`src/rtl/vigna_c_fetch_aligner.sv`:
```
// Instruction fetch aligner: buffers fetched words as halfword parcels and issues
// 16-bit compressed or (possibly word-straddling) 32-bit instructions, with redirect support.
module vigna_c_fetch_aligner #(
    parameter logic [31:0] RESET_PC = 32'h0000_0000
) (
    input  logic        clk,
    input  logic        rst,
    output logic        i_valid,
    input  logic        i_ready,
    output logic [31:0] i_addr,
    input  logic [31:0] i_rdata,
    input  logic        redirect,
    input  logic [31:0] redirect_pc,
    output logic        inst_valid,
    input  logic        inst_ready,
    output logic [31:0] inst_data,
    output logic [31:0] inst_pc,
    output logic        inst_is_c
);

    typedef enum logic [0:0] {
        RUN     = 1'b0,
        DISCARD = 1'b1
    } state_t;

    state_t      state_r, state_s;
    logic [15:0] q_r [4];
    logic [15:0] q_s [4];
    logic [2:0]  count_r, count_s;
    logic [31:0] head_pc_r, head_pc_s;
    logic [31:0] fetch_pc_r, fetch_pc_s;
    logic        drop_first_r, drop_first_s;
    logic        i_valid_r, i_valid_s;
    logic [31:0] i_addr_r, i_addr_s;

    logic        head_c_s;
    logic        issue_s;
    logic [31:0] inst_data_s;
    logic [1:0]  deq_s;
    logic [2:0]  mid_s;

    // Issue decision, taken purely from the registered queue contents.
    always_comb begin
        head_c_s = (q_r[0][1:0] != 2'b11);
        if (state_r != RUN) begin
            issue_s = 1'b0;
        end else if (head_c_s) begin
            issue_s = (count_r >= 3'd1);
        end else begin
            issue_s = (count_r >= 3'd2);
        end
        if (head_c_s) begin
            inst_data_s = {16'h0000, q_r[0]};
        end else begin
            inst_data_s = {q_r[1], q_r[0]};
        end
    end

    assign inst_valid = issue_s;
    assign inst_data  = inst_data_s;
    assign inst_pc    = head_pc_r;
    assign inst_is_c  = head_c_s;
    assign i_valid    = i_valid_r;
    assign i_addr     = i_addr_r;

    // Next-state: redirect, discard of a stale response, dequeue/enqueue and fetch issue.
    always_comb begin
        state_s      = state_r;
        q_s          = q_r;
        count_s      = count_r;
        head_pc_s    = head_pc_r;
        fetch_pc_s   = fetch_pc_r;
        drop_first_s = drop_first_r;
        i_valid_s    = i_valid_r;
        i_addr_s     = i_addr_r;
        deq_s        = 2'd0;
        mid_s        = count_r;

        if (redirect) begin
            count_s      = 3'd0;
            head_pc_s    = redirect_pc & 32'hFFFF_FFFE;
            fetch_pc_s   = redirect_pc & 32'hFFFF_FFFC;
            drop_first_s = redirect_pc[1];
            if (i_valid_r && !i_ready) begin
                // The bus still owes us a word; hold the request and throw it away later.
                state_s = DISCARD;
            end else if (state_r == DISCARD) begin
                state_s   = RUN;
                i_valid_s = 1'b1;
                i_addr_s  = redirect_pc & 32'hFFFF_FFFC;
            end else begin
                state_s   = RUN;
                i_valid_s = 1'b0;
            end
        end else if (state_r == DISCARD) begin
            if (i_ready) begin
                state_s   = RUN;
                i_valid_s = 1'b1;
                i_addr_s  = fetch_pc_r;
            end else begin
                state_s = DISCARD;
            end
        end else begin
            if (issue_s && inst_ready) begin
                if (head_c_s) begin
                    deq_s = 2'd1;
                end else begin
                    deq_s = 2'd2;
                end
            end else begin
                deq_s = 2'd0;
            end
            mid_s = count_r - {1'b0, deq_s};
            case (deq_s)
                2'd1:    q_s = '{q_r[1], q_r[2], q_r[3], 16'h0000};
                2'd2:    q_s = '{q_r[2], q_r[3], 16'h0000, 16'h0000};
                default: q_s = q_r;
            endcase
            head_pc_s = head_pc_r + {29'd0, deq_s, 1'b0};

            // Only one request is ever outstanding and it is issued with count<=2, so both slots fit.
            if (i_valid_r && i_ready) begin
                if (drop_first_r) begin
                    q_s[mid_s[1:0]] = i_rdata[31:16];
                    count_s         = mid_s + 3'd1;
                end else begin
                    q_s[mid_s[1:0]]         = i_rdata[15:0];
                    q_s[mid_s[1:0] + 2'd1]  = i_rdata[31:16];
                    count_s                 = mid_s + 3'd2;
                end
                drop_first_s = 1'b0;
                fetch_pc_s   = fetch_pc_r + 32'd4;
                i_valid_s    = 1'b0;
            end else begin
                count_s = mid_s;
                if (!i_valid_r && (count_r <= 3'd2)) begin
                    i_valid_s = 1'b1;
                    i_addr_s  = fetch_pc_r;
                end else begin
                    i_valid_s = i_valid_r;
                end
            end
        end
    end

    // State registers with synchronous reset.
    always_ff @(posedge clk) begin
        if (rst) begin
            state_r      <= RUN;
            q_r          <= '{default: 16'h0000};
            count_r      <= 3'd0;
            head_pc_r    <= RESET_PC;
            fetch_pc_r   <= RESET_PC;
            drop_first_r <= 1'b0;
            i_valid_r    <= 1'b0;
            i_addr_r     <= RESET_PC;
        end else begin
            state_r      <= state_s;
            q_r          <= q_s;
            count_r      <= count_s;
            head_pc_r    <= head_pc_s;
            fetch_pc_r   <= fetch_pc_s;
            drop_first_r <= drop_first_s;
            i_valid_r    <= i_valid_s;
            i_addr_r     <= i_addr_s;
        end
    end

endmodule

```
`config.mk`:
```
export PLATFORM = sky130hd
export DESIGN_NAME = vigna_c_fetch_aligner
export DESIGN_NICKNAME = d
export VERILOG_FILES = /design/src/rtl/vigna_c_fetch_aligner.sv
export SDC_FILE = /design/constraint.sdc
export NUM_CORES = 1
export LEC_CHECK = 0
export ABC_AREA = 1
export BUFFER_PORTS_ARGS = -buffer_cell sky130_fd_sc_hd__buf_2
export CORE_MARGIN = 2
export CORE_UTILIZATION = 40
export DETAILED_ROUTE_END_ITERATION = 10
export PLACE_DENSITY_LB_ADDON = 0.1
export SETUP_SLACK_MARGIN = 0.3
export SLEW_MARGIN = 10
export SYNTH_ARGS = -nofsm -noshare
export SYNTH_HDL_FRONTEND = slang
export SYNTH_SLANG_ARGS = --single-unit
```
`constraint.sdc`:
```
create_clock -name clk -period 4.1 [get_ports clk]
set_clock_uncertainty 0.05 [all_clocks]
set_input_delay 0.205 -clock clk [delete_from_list [all_inputs] [get_ports clk]]
set_output_delay 0.205 -clock clk [all_outputs]
set_load 0.05 [all_outputs]
```
==> results of run 1 <==
-- final cells by class --
type	instances	area, um2	share of cell area
multi-input cells	1558	7160	0.547
flip-flops and latches	161	3220	0.246
repair buffers	190	1060	0.0807
inverters	149	562	0.0429
well taps	384	480	0.0367
clock buffers	18	429	0.0328
clock inverters	14	170	0.0130
-- cells in the mapped netlist, drive strengths merged (4+ instances only) --
| library cell | count |
|---|---|
| o211ai | 15 |
| or2 | 7 |
| o31ai | 12 |
| a31oi | 76 |
| nand4 | 10 |
| nand3 | 103 |
| buf | 66 |
| a21boi | 4 |
| a21oi | 192 |
| xor2 | 12 |
| ha | 8 |
| clkinv | 5 |
| nor3 | 20 |
| dfxtp | 161 |
| clkbuf | 76 |
| nand2 | 688 |
| o21bai | 5 |
| o21ai | 171 |
| inv | 144 |
| nor2 | 215 |
| o2111ai | 5 |
-- worst min-delay path by stage --
stage | to | startpoint | depth (start not counted)
6_report | drop_first_r$_SDFFE_PP0P_ | redirect_pc[1] | 3
5_1_grt | drop_first_r$_SDFFE_PP0P_ | redirect_pc[1] | 3
4_1_cts | drop_first_r$_SDFFE_PP0P_ | redirect_pc[1] | 3
3_5_place_dp | q_r[2]$_SDFFE_PP0P_ | q_r[2]$_SDFFE_PP0P_ | 2
3_3_place_gp | q_r[7]$_SDFFE_PP0P_ | q_r[7]$_SDFFE_PP0P_ | 2
2_1_floorplan | state_r$_SDFF_PP0_ | i_ready | 3
-- metrics by stage --
step           instance area (um2)  hold slack [ns]  worst slack, ns
2_1_floorplan                11600            0.317             1.06
3_5_place_dp                 12500            0.421            0.662
4_1_cts                      13100          0.00197            0.649
6_report                     13100           0.0120            0.638
5_1_grt                      13100          0.00908            0.304
3_3_place_gp                 12500            0.419            0.743
-- metal layers --
metal,GRT usage,share of wire
met2,0.427,0.43
met5,0,0
met3,0.0420,0.078
met1,0.400,0.47
met4,0.0756,0.020
-- logic make-up after synthesis --
| logic type | count (synthesis) | share of synthesized area |
|---|---|---|
| other | 1 | 0.000323 |
| xor gates and xnor gates | 12 | 0.00904 |
| adders and majority gates | 10 | 0.0121 |
| buffers and inverters | 291 | 0.108 |
| DFF | 161 | 0.277 |
| and+or+nand+nor | 1045 | 0.363 |
| AOI/OAI and AO/OA | 488 | 0.230 |
-- sequential cells by signal, summed over array words and instances (netlist names) --
name and flops:
fetch_pc_r 30, count_r 3, i_addr 30, state_r 1
drop_first_r 1, i_valid 1, q_r 64, inst_pc 31
-- power by group --
part           internal [mW]  total [mW]  switching [mW]
registers               1.67        1.77          0.0954
logic                  0.343        1.27           0.928
clock network          0.923        1.69           0.765
total                   2.94        4.72            1.79
-- critical path, cell delays in order (launching register included) --
cell,delay (ns)
dfxtp_1,0.34
nand2_1,0.17
nand2_1,0.10
nand2_1,0.17
nand4_4,0.10
inv_2,0.08
ha_1,0.13
inv_1,0.05
fa_1,0.53
inv_1,0.12
ha_1,0.17
clkinv_1,0.39
buf_12,0.33
o31ai_1,0.24
o21ai_0,0.12
o21ai_1,0.11
a21oi_1,0.08
==> flow_summary.toml, run 1 <==
[run_status]
status = "complete, no violations"

[floorplanning]
fp.dieH_um = 174
die_area_um2 = 30400
io_pins = 168
initial_core_util = 0.406
dieWidth_um = 174
rows = 62
core_area_um2 = 28600

[clocking]
cts_buffers = 17
post_cts_buffers = 0
cts_resized = 0
clockBufferDepth = 2
hold_buffers = 0
ctsHtreeMaxLevel = 4
cts.sinks = 161
cts.clk_slew.worst_paths_ns = 0.07
cts-root-buf = "clkbuf_16"
cts_tree = "yes"
clk_latency_ns = 0.44

[timing]
hold_violations = 0
min_period_ns = 3.46
worst_slew_pin_slew_ns = 1.02
final_max_slew_viol_count = 0
tns_ns = 0
rsz0062_at_grt = "no"
max_slew_margin = 0.323
fmax_mhz = 289
period_share = 0.844
finalSetupViolCount = 0

[global_routing]
grt_max_degree = 84
grt_pass1_vias = 12400
grt_pass1_wl_um = 67700
grt_usage = 0.277
antenna_found_initial = 0
grt_overflow = 0

[route]
viasPerCell = 5.42
drt_wl_total_um = 42100
dr.pass1.iters = 6
post_drt_wl_per_cell_um = 17.0
first_iter_violations = 1504
vias = 13400
drc = 0
ant_nets = 0

[logic_synthesis]
netlist_area_um2 = 11600
yosysTopAreaCell = "dfxtp_1"
synthDistinctLibCells = 48
synth-edff-count = 0
synth_top_area_share = 0.277
synth_ff_type = "dfxtp_1"
synth.avg_cell_area_um2 = 5.79
yosys_warnings = 0
synth-seq-area-share = 0.277
syn_inst = 2008
yosys-top-cells-area = "dfxtp_1, nand2_1, a21oi_1"
yosys_register_bits = 161
synthArstFlopShare = 0

[worst_setup_path]
rrSetupSlack_ns = 0.64
r2r_end = "q_r[36]$_SDFFE_PP0P_"
cp.required_ns = 4.31
critPathMaxFanout = 17
worstSetupEndpointType = "flip-flop"
crit_path_end = "q_r[36]$_SDFFE_PP0P_"
arrival_ns = 3.68
cp-startpoint = "q_r[48]$_SDFFE_PP0P_"
worst-r2r-cell-count = 16
worstSetupPathType = "flip-flop to flip-flop"
crit_path_start_kind = "flip-flop"
r2r-start = "q_r[48]$_SDFFE_PP0P_"

[power]
power_mw = 4.72
p_per_area_nw_per_um2 = 361
p_leak_nw = 5.68
ir_worst_vdd_mv = 0.248

[final_layout]
num-fill-cells = 3087
drive_above_1_share = 0.124
final_common_cell = "nand2_1"
finish.utilization = 0.457
area_growth_pct = 12.6
layout.nets = 2156
diodes = 0
final_cell_mix = "nand2_1, nor2_1, a21oi_1"
stdcell_count = 2474

[place]
hpwl_um = 27500
place.gp.congestion = 0.927
dpl.cell_count = 2442
io_buffers = 163

[worst_hold_path]
hp-class = "input port to flip-flop"

[run]
drv_cap = 0
Power figures use the tool's default switching activity.
==> run 2: changes to the inputs <==
--- a/config.mk
+++ b/config.mk
@@ -5,7 +5,7 @@
 export SDC_FILE = /design/constraint.sdc
 export NUM_CORES = 1
 export LEC_CHECK = 0
-export ABC_AREA = 1
+export ABC_AREA = 0
 export BUFFER_PORTS_ARGS = -buffer_cell sky130_fd_sc_hd__buf_2
 export CORE_MARGIN = 2
 export CORE_UTILIZATION = 40
==> constraint.sdc (replaced) <==
create_clock -name clk -period 2.8 [get_ports clk]
set_clock_uncertainty 0.05 [all_clocks]
set_input_delay 0.14 -clock clk [delete_from_list [all_inputs] [get_ports clk]]
set_output_delay 0.14 -clock clk [all_outputs]
set_load 0.05 [all_outputs]
==> run 2 against run 1 <==
Against the previous run: the flow now finishes with violations (negative setup slack); non-clock buffer count rose by 108; synthesized area fell by 4.6%; fmax rose by 19%; synthesized cell count fell by 29%; flip-flop and latch count did not move; combinational power rose by 52%; final area rose by 13%; largest power group unchanged; highest routed layer unchanged.
==> flow_summary.toml, run 2 <==
[clocking]
cts_buffers = 17
cts_tree = "yes"
cts-root-buf = "clkbuf_16"
cts.clk_slew.worst_paths_ns = 0.08
ctsHtreeMaxLevel = 4
clk_latency_ns = 0.45
cts.sinks = 161
clockBufferDepth = 2

[logic_synthesis]
synth-seq-area-share = 0.291
yosys_warnings = 0
synth_ff_type = "dfxtp_1"
synth-edff-count = 0
netlist_area_um2 = 11100
synthArstFlopShare = 0
yosysTopAreaCell = "dfxtp_1"
synthDistinctLibCells = 72
ys_top_cells_by_count = "dfxtp_1, clkbuf_1, nand2_1"
syn_inst = 1421
synth_top_area_share = 0.291
yosys-top-cells-area = "dfxtp_1, a211oi_1, clkbuf_1"
synth.avg_cell_area_um2 = 7.81
yosys_register_bits = 161
yosysMostFrequentCell = "dfxtp_1"

[run_status]
status = "finished, violations left"
violations = "negative setup slack"

[worst_setup_path]
r2r_end = "q_r[24]$_SDFFE_PP0P_"
worstSetupEndpointType = "flip-flop"
critPathTopFamily = "adder cells"
rrSetupSlack_ns = -0.11
worst-r2r-cell-count = 12
critPathMaxFanout = 8
cp.required_ns = 3.10
arrival_ns = 3.21
crit_path_start_kind = "flip-flop"
cp_slowest_cell = "fa_2"
r2r-start = "state_r$_SDFF_PP0_"
path_depth = 12
critPathMaxStageDelay_ns = 0.46
path_cells = "nand2b_4 -> a221oi_4 -> ha_4 -> inv_2 -> fa_2 -> buf_4 -> ha_4 -> or3_4 -> buf_16 -> nor3_4 -> a22oi_1 -> o221ai_1"
crit_buf_inv = 3
cpMostUsedCell = "ha_4"
crit_path_end = "q_r[24]$_SDFFE_PP0P_"
worstSetupPathType = "flip-flop to flip-flop"
cp-startpoint = "state_r$_SDFF_PP0_"

[timing]
min_period_ns = 2.91
final_max_slew_viol_count = 0
worst_slack_ns = -0.109
fmax_mhz = 344
worst_slew_pin_slew_ns = 0.814
finalSetupViolCount = 52
rsz0062_at_grt = "yes"
max_slew_margin = 0.458
hold_violations = 0
period_share = 1.04

[route]
vias = 12200
dr.pass1.iters = 6
drc = 0
viasPerCell = 6.24
dr_wl_met3_um = 3310
first_iter_violations = 1145
highest_layer = "met4"
drt_wl_total_um = 42300
wl_met2_um = 19800
post_drt_wl_per_cell_um = 21.7
met1_length_um = 18000
ant_nets = 0

[global_routing]
grt_overflow = 0
grt_pass1_wl_um = 65000
antenna_found_initial = 2
grt_max_degree = 81
grt_pass1_vias = 11300
grt_usage = 0.283

[power]
ir_worst_vdd_mv = 0.320
p_leak_nw = 5.52
power_mw = 7.00
p_per_area_nw_per_um2 = 473

[place]
dpl.cell_count = 1871
hpwl_um = 27800
post-place-ws_ns = -0.241
io_buffers = 163
place.gp.congestion = 0.861

[final_layout]
drive_above_1_share = 0.314
top_register = "q_r"
final_cell_mix = "buf_2, dfxtp_1, nand2_1"
area_growth_pct = 33.6
layout.nets = 1644
final_common_cell = "buf_2"
largest_register_ffs = 64
stdcell_count = 1952

[floorplanning]
rows = 60
fp.dieH_um = 171
dieWidth_um = 171
initial_core_util = 0.409
die_area_um2 = 29100
io_pins = 168
core_area_um2 = 27100

[worst_hold_path]
hp-class = "input port to flip-flop"

[run]
drv_cap = 0
run 2: cell type report:
class	instances	area (um2)
Antenna cell	2	5.00
Inverter	62	238
Sequential cell	161	3230
Clock inverter	15	185
Fill cell	2559	12300
Tap cell	372	465
Multi-Input combinational cell	1025	7950
Timing Repair Buffer	298	2310
Clock buffer	17	425
run 2: cell families (layout without fill, tap and decap cells):
group,count (synthesis),count (layout),share of synthesized area
flops,161,161,0.291
other cells,1,5,0.000338
simple gates,451,452,0.222
compound gates,493,493,0.326
buf+inv,238,392,0.0887
fa+ha+maj,10,10,0.0126
xor+xnor,19,19,0.0150
mux,48,48,0.0449
run 2: metal layers:
| layer | track usage | up-vias |
|---|---|---|
| met5 | 0 | - |
| met3 | 0.0500 | 84 |
| li1 | - | 5722 |
| met1 | 0.382 | 5746 |
| met2 | 0.456 | 634 |
| met4 | 0.0959 | 0 |
run 2: worst min-delay path by stage:
stage	startpoint	endpoint	slack, ns	depth (start not counted)
after floorplan	redirect_pc[1]	inst_pc[1]$_SDFFE_PP0P_	0.26	2
after global placement	redirect_pc[23]	inst_pc[23]$_SDFFE_PP0P_	0.40	3
after detailed placement	redirect_pc[1]	drop_first_r$_SDFFE_PP0P_	0.40	3
after CTS	redirect_pc[7]	i_addr[7]$_SDFFE_PP0P_	0.002	3
after global routing	redirect_pc[27]	i_addr[27]$_SDFFE_PP0P_	0.009	3
final	redirect_pc[20]	inst_pc[20]$_SDFFE_PP0P_	0.0009	3
run 2: metrics by stage:
stage / hold WS [ns] / utilization / setup TNS (ns) / instance area [um2]
floorplan: 0.257 / - / -18.83 / 11700
global placement: 0.401 / 0.476 / -4.35 / 12900
detailed placement: 0.403 / 0.476 / -7.29 / 12900
CTS: 0.00168 / 0.524 / -3.95 / 14200
global route: 0.00858 / 0.547 / -9.57 / 14800
finish: 0.000917 / 0.547 / -2.76 / 14800
run 2: power breakdown:
group          leakage [nW]  switching, mW  internal, mW
logic                  3.91           1.21         0.719
clock network         0.293           1.26          1.22
registers              1.32          0.165          2.43
total                  5.52           2.64          4.37
run 2: what timing repair did:
item	4_1_cts	5_1_grt
pin swaps	30	93
cloned	4	6
endpoints found under the hold margin	22	0
hold buffers	16	0
setup buffers	18	3
resized for setup	71	99
endpoints found under the setup margin	88	90
run 2: worst reg2reg max path, stage by stage (launching register included):
cell and delay, ns:
dfxtp_1 0.32, nand2b_4 0.15, a221oi_4 0.25, ha_4 0.18
inv_2 0.03, fa_2 0.46, buf_4 0.17, ha_4 0.17
or3_4 0.38, buf_16 0.19, nor3_4 0.18, a22oi_1 0.09
o221ai_1 0.21
==> run 3: changes to the inputs <==
--- a/config.mk
+++ b/config.mk
@@ -8,11 +8,10 @@
 export ABC_AREA = 0
 export BUFFER_PORTS_ARGS = -buffer_cell sky130_fd_sc_hd__buf_2
 export CORE_MARGIN = 2
-export CORE_UTILIZATION = 40
+export CORE_UTILIZATION = 53
 export DETAILED_ROUTE_END_ITERATION = 10
 export PLACE_DENSITY_LB_ADDON = 0.1
 export SETUP_SLACK_MARGIN = 0.3
-export SLEW_MARGIN = 10
 export SYNTH_ARGS = -nofsm -noshare
 export SYNTH_HDL_FRONTEND = slang
 export SYNTH_SLANG_ARGS = --single-unit
==> run 3 against run 2 <==
Against the previous run: the flow still finishes with violations (negative setup slack); sequential share of layout area grew 0.60 points; worst hold slack gained 0.0033 ns; final cell count shrank 5.8%; die area shrank 24%; combinational power shrank 3%; critical path depth shrank 1; global-route usage grew 5.9 points; clock power shrank 2%; non-clock buffer count shrank 12; routed wire length shrank 6.7%; fmax shrank 0.12%; critical endpoint is now q_r[30]$_SDFFE_PP0P_; largest power group unchanged.
==> flow_summary.toml, run 3 (synthesized netlist as in run 2, its figures left out) <==
[run_status]
status = "finished, violations left"
violations = "negative setup slack"

[place]
dpl.cell_count = 1775
hpwl_um = 25900
post-place-ws_ns = -0.376
io_buffers = 163
place_area_um2 = 12800
place.gp.congestion = 0.920

[floorplanning]
io_pins = 168
dieWidth_um = 149
core_area_um2 = 20400
initial_core_util = 0.545
die_area_um2 = 22100
rows = 52
fp.dieH_um = 149

[timing]
min_period_ns = 2.91
rsz0062_at_grt = "yes"
fmax_mhz = 343
max_slew_margin = 0.351
final_max_slew_viol_count = 0
period_share = 1.04
hold_violations = 0
finalSetupViolCount = 63
worst_slack_ns = -0.112
worst_slew_pin_slew_ns = 0.970

[final_layout]
largest_register_ffs = 64
layout.nets = 1633
final_cell_mix = "buf_2, dfxtp_1, nand2_1"
final_common_cell = "buf_2"
top_register = "q_r"
final_area_um2 = 14400
drive_above_1_share = 0.316
area_growth_pct = 30.0
num-fill-cells = 1662
stdcell_count = 1839

[worst_setup_path]
crit_path_start_kind = "flip-flop"
worstSetupPathType = "flip-flop to flip-flop"
rrSetupSlack_ns = -0.11
crit_path_end = "q_r[30]$_SDFFE_PP0P_"
r2r_end = "q_r[30]$_SDFFE_PP0P_"
worstSetupEndpointType = "flip-flop"
cp-startpoint = "state_r$_SDFF_PP0_"
critPathMaxFanout = 16
cp.required_ns = 3.11
r2r-start = "state_r$_SDFF_PP0_"
worst-r2r-cell-count = 11
arrival_ns = 3.22

[route]
drt_wl_total_um = 39500
drc = 0
first_iter_violations = 1197
post_drt_wl_per_cell_um = 21.5
dr.pass1.iters = 6
viasPerCell = 6.74
vias = 12400
ant_nets = 0

[worst_hold_path]
hp-class = "input port to flip-flop"
hp-start = "redirect_pc[25]"

[clocking]
cts_buffers = 17
cts.sinks = 161
clk_latency_ns = 0.44
cts.clk_slew.worst_paths_ns = 0.08
cts-root-buf = "clkbuf_16"
clockBufferDepth = 2
cts_tree = "yes"
ctsHtreeMaxLevel = 4

[global_routing]
grt_overflow = 0
grt_pass1_wl_um = 60800
grt_usage = 0.342
antenna_found_initial = 3
grt_pass1_vias = 11500
grt_max_degree = 65

[run]
drv_cap = 0

[power]
p_per_area_nw_per_um2 = 477
ir_worst_vdd_mv = 0.428
power_mw = 6.88
p_leak_nw = 5.36
-- run 3: worst min-delay path by stage --
stage                                              to  slack, ns  cells past startpoint
after detailed placement     inst_pc[23]$_SDFFE_PP0P_       0.40                      3
after CTS                     i_addr[16]$_SDFFE_PP0P_     0.0008                      3
final                         i_addr[25]$_SDFFE_PP0P_      0.004                      3
after global routing          i_addr[25]$_SDFFE_PP0P_       0.01                      3
after floorplan               inst_pc[1]$_SDFFE_PP0P_       0.26                      2
after global placement    fetch_pc_r[31]$_SDFFE_PP0P_       0.39                      3
-- run 3: critical path, stage by stage (launching register included) --
cell	delay, ns
dfxtp_2	0.32
nand2b_4	0.15
a221oi_4	0.26
ha_4	0.18
inv_2	0.03
fa_2	0.51
ha_2	0.24
or3_1	0.36
buf_12	0.20
nor3_2	0.21
a22oi_1	0.13
o221ai_1	0.18
-- run 3: routing by layer --
metal,global-route usage,share of wire,vias up
li1,-,-,5710
met3,0.0604,0.086,121
met1,0.433,0.40,5845
met4,0.155,0.037,2
met2,0.569,0.48,710
met5,0,0.00033,-
-- run 3: power by group --
| part | internal (mW) | switching, mW | total, mW |
|---|---|---|---|
| clock | 1.23 | 1.19 | 2.42 |
| combinational | 0.669 | 1.20 | 1.87 |
| sequential | 2.43 | 0.159 | 2.59 |
| total | 4.32 | 2.55 | 6.88 |
-- run 3: metrics by stage --
stage | setup TNS, ns | utilization | hold slack, ns
6_report | -2.88 | 0.708 | 0.00420
5_1_grt | -9.88 | 0.708 | 0.0124
4_1_cts | -0.833 | 0.684 | 0.000774
3_5_place_dp | -7.92 | 0.627 | 0.397
3_3_place_gp | -4.16 | 0.627 | 0.395
2_1_floorplan | -18.83 | - | 0.257
-- run 3: area by class of cell --
| cell class | count | area (um2) | area share |
|---|---|---|---|
| Tap cell | 270 | 338 | 0.0234 |
| Inverter | 62 | 238 | 0.0165 |
| Clock inverter | 14 | 164 | 0.0114 |
| Timing Repair Buffer | 286 | 2020 | 0.140 |
| Multi-Input combinational cell | 1026 | 7990 | 0.554 |
| Clock buffer | 18 | 439 | 0.0304 |
| Antenna cell | 2 | 5.00 | 0.000347 |
| Sequential cell | 161 | 3230 | 0.224 |
-- run 3: repair_timing --
| item | 4_1_cts | 5_1_grt |
|---|---|---|
| gates resized for setup | 84 | 73 |
| buffers inserted | 10 | 6 |
| hold buffers | 8 | 0 |
| setup endpoints to repair | 77 | 83 |
| hold endpoints to repair | 13 | 0 |
| cloned | 3 | 3 |
| pin swaps | 31 | 41 |
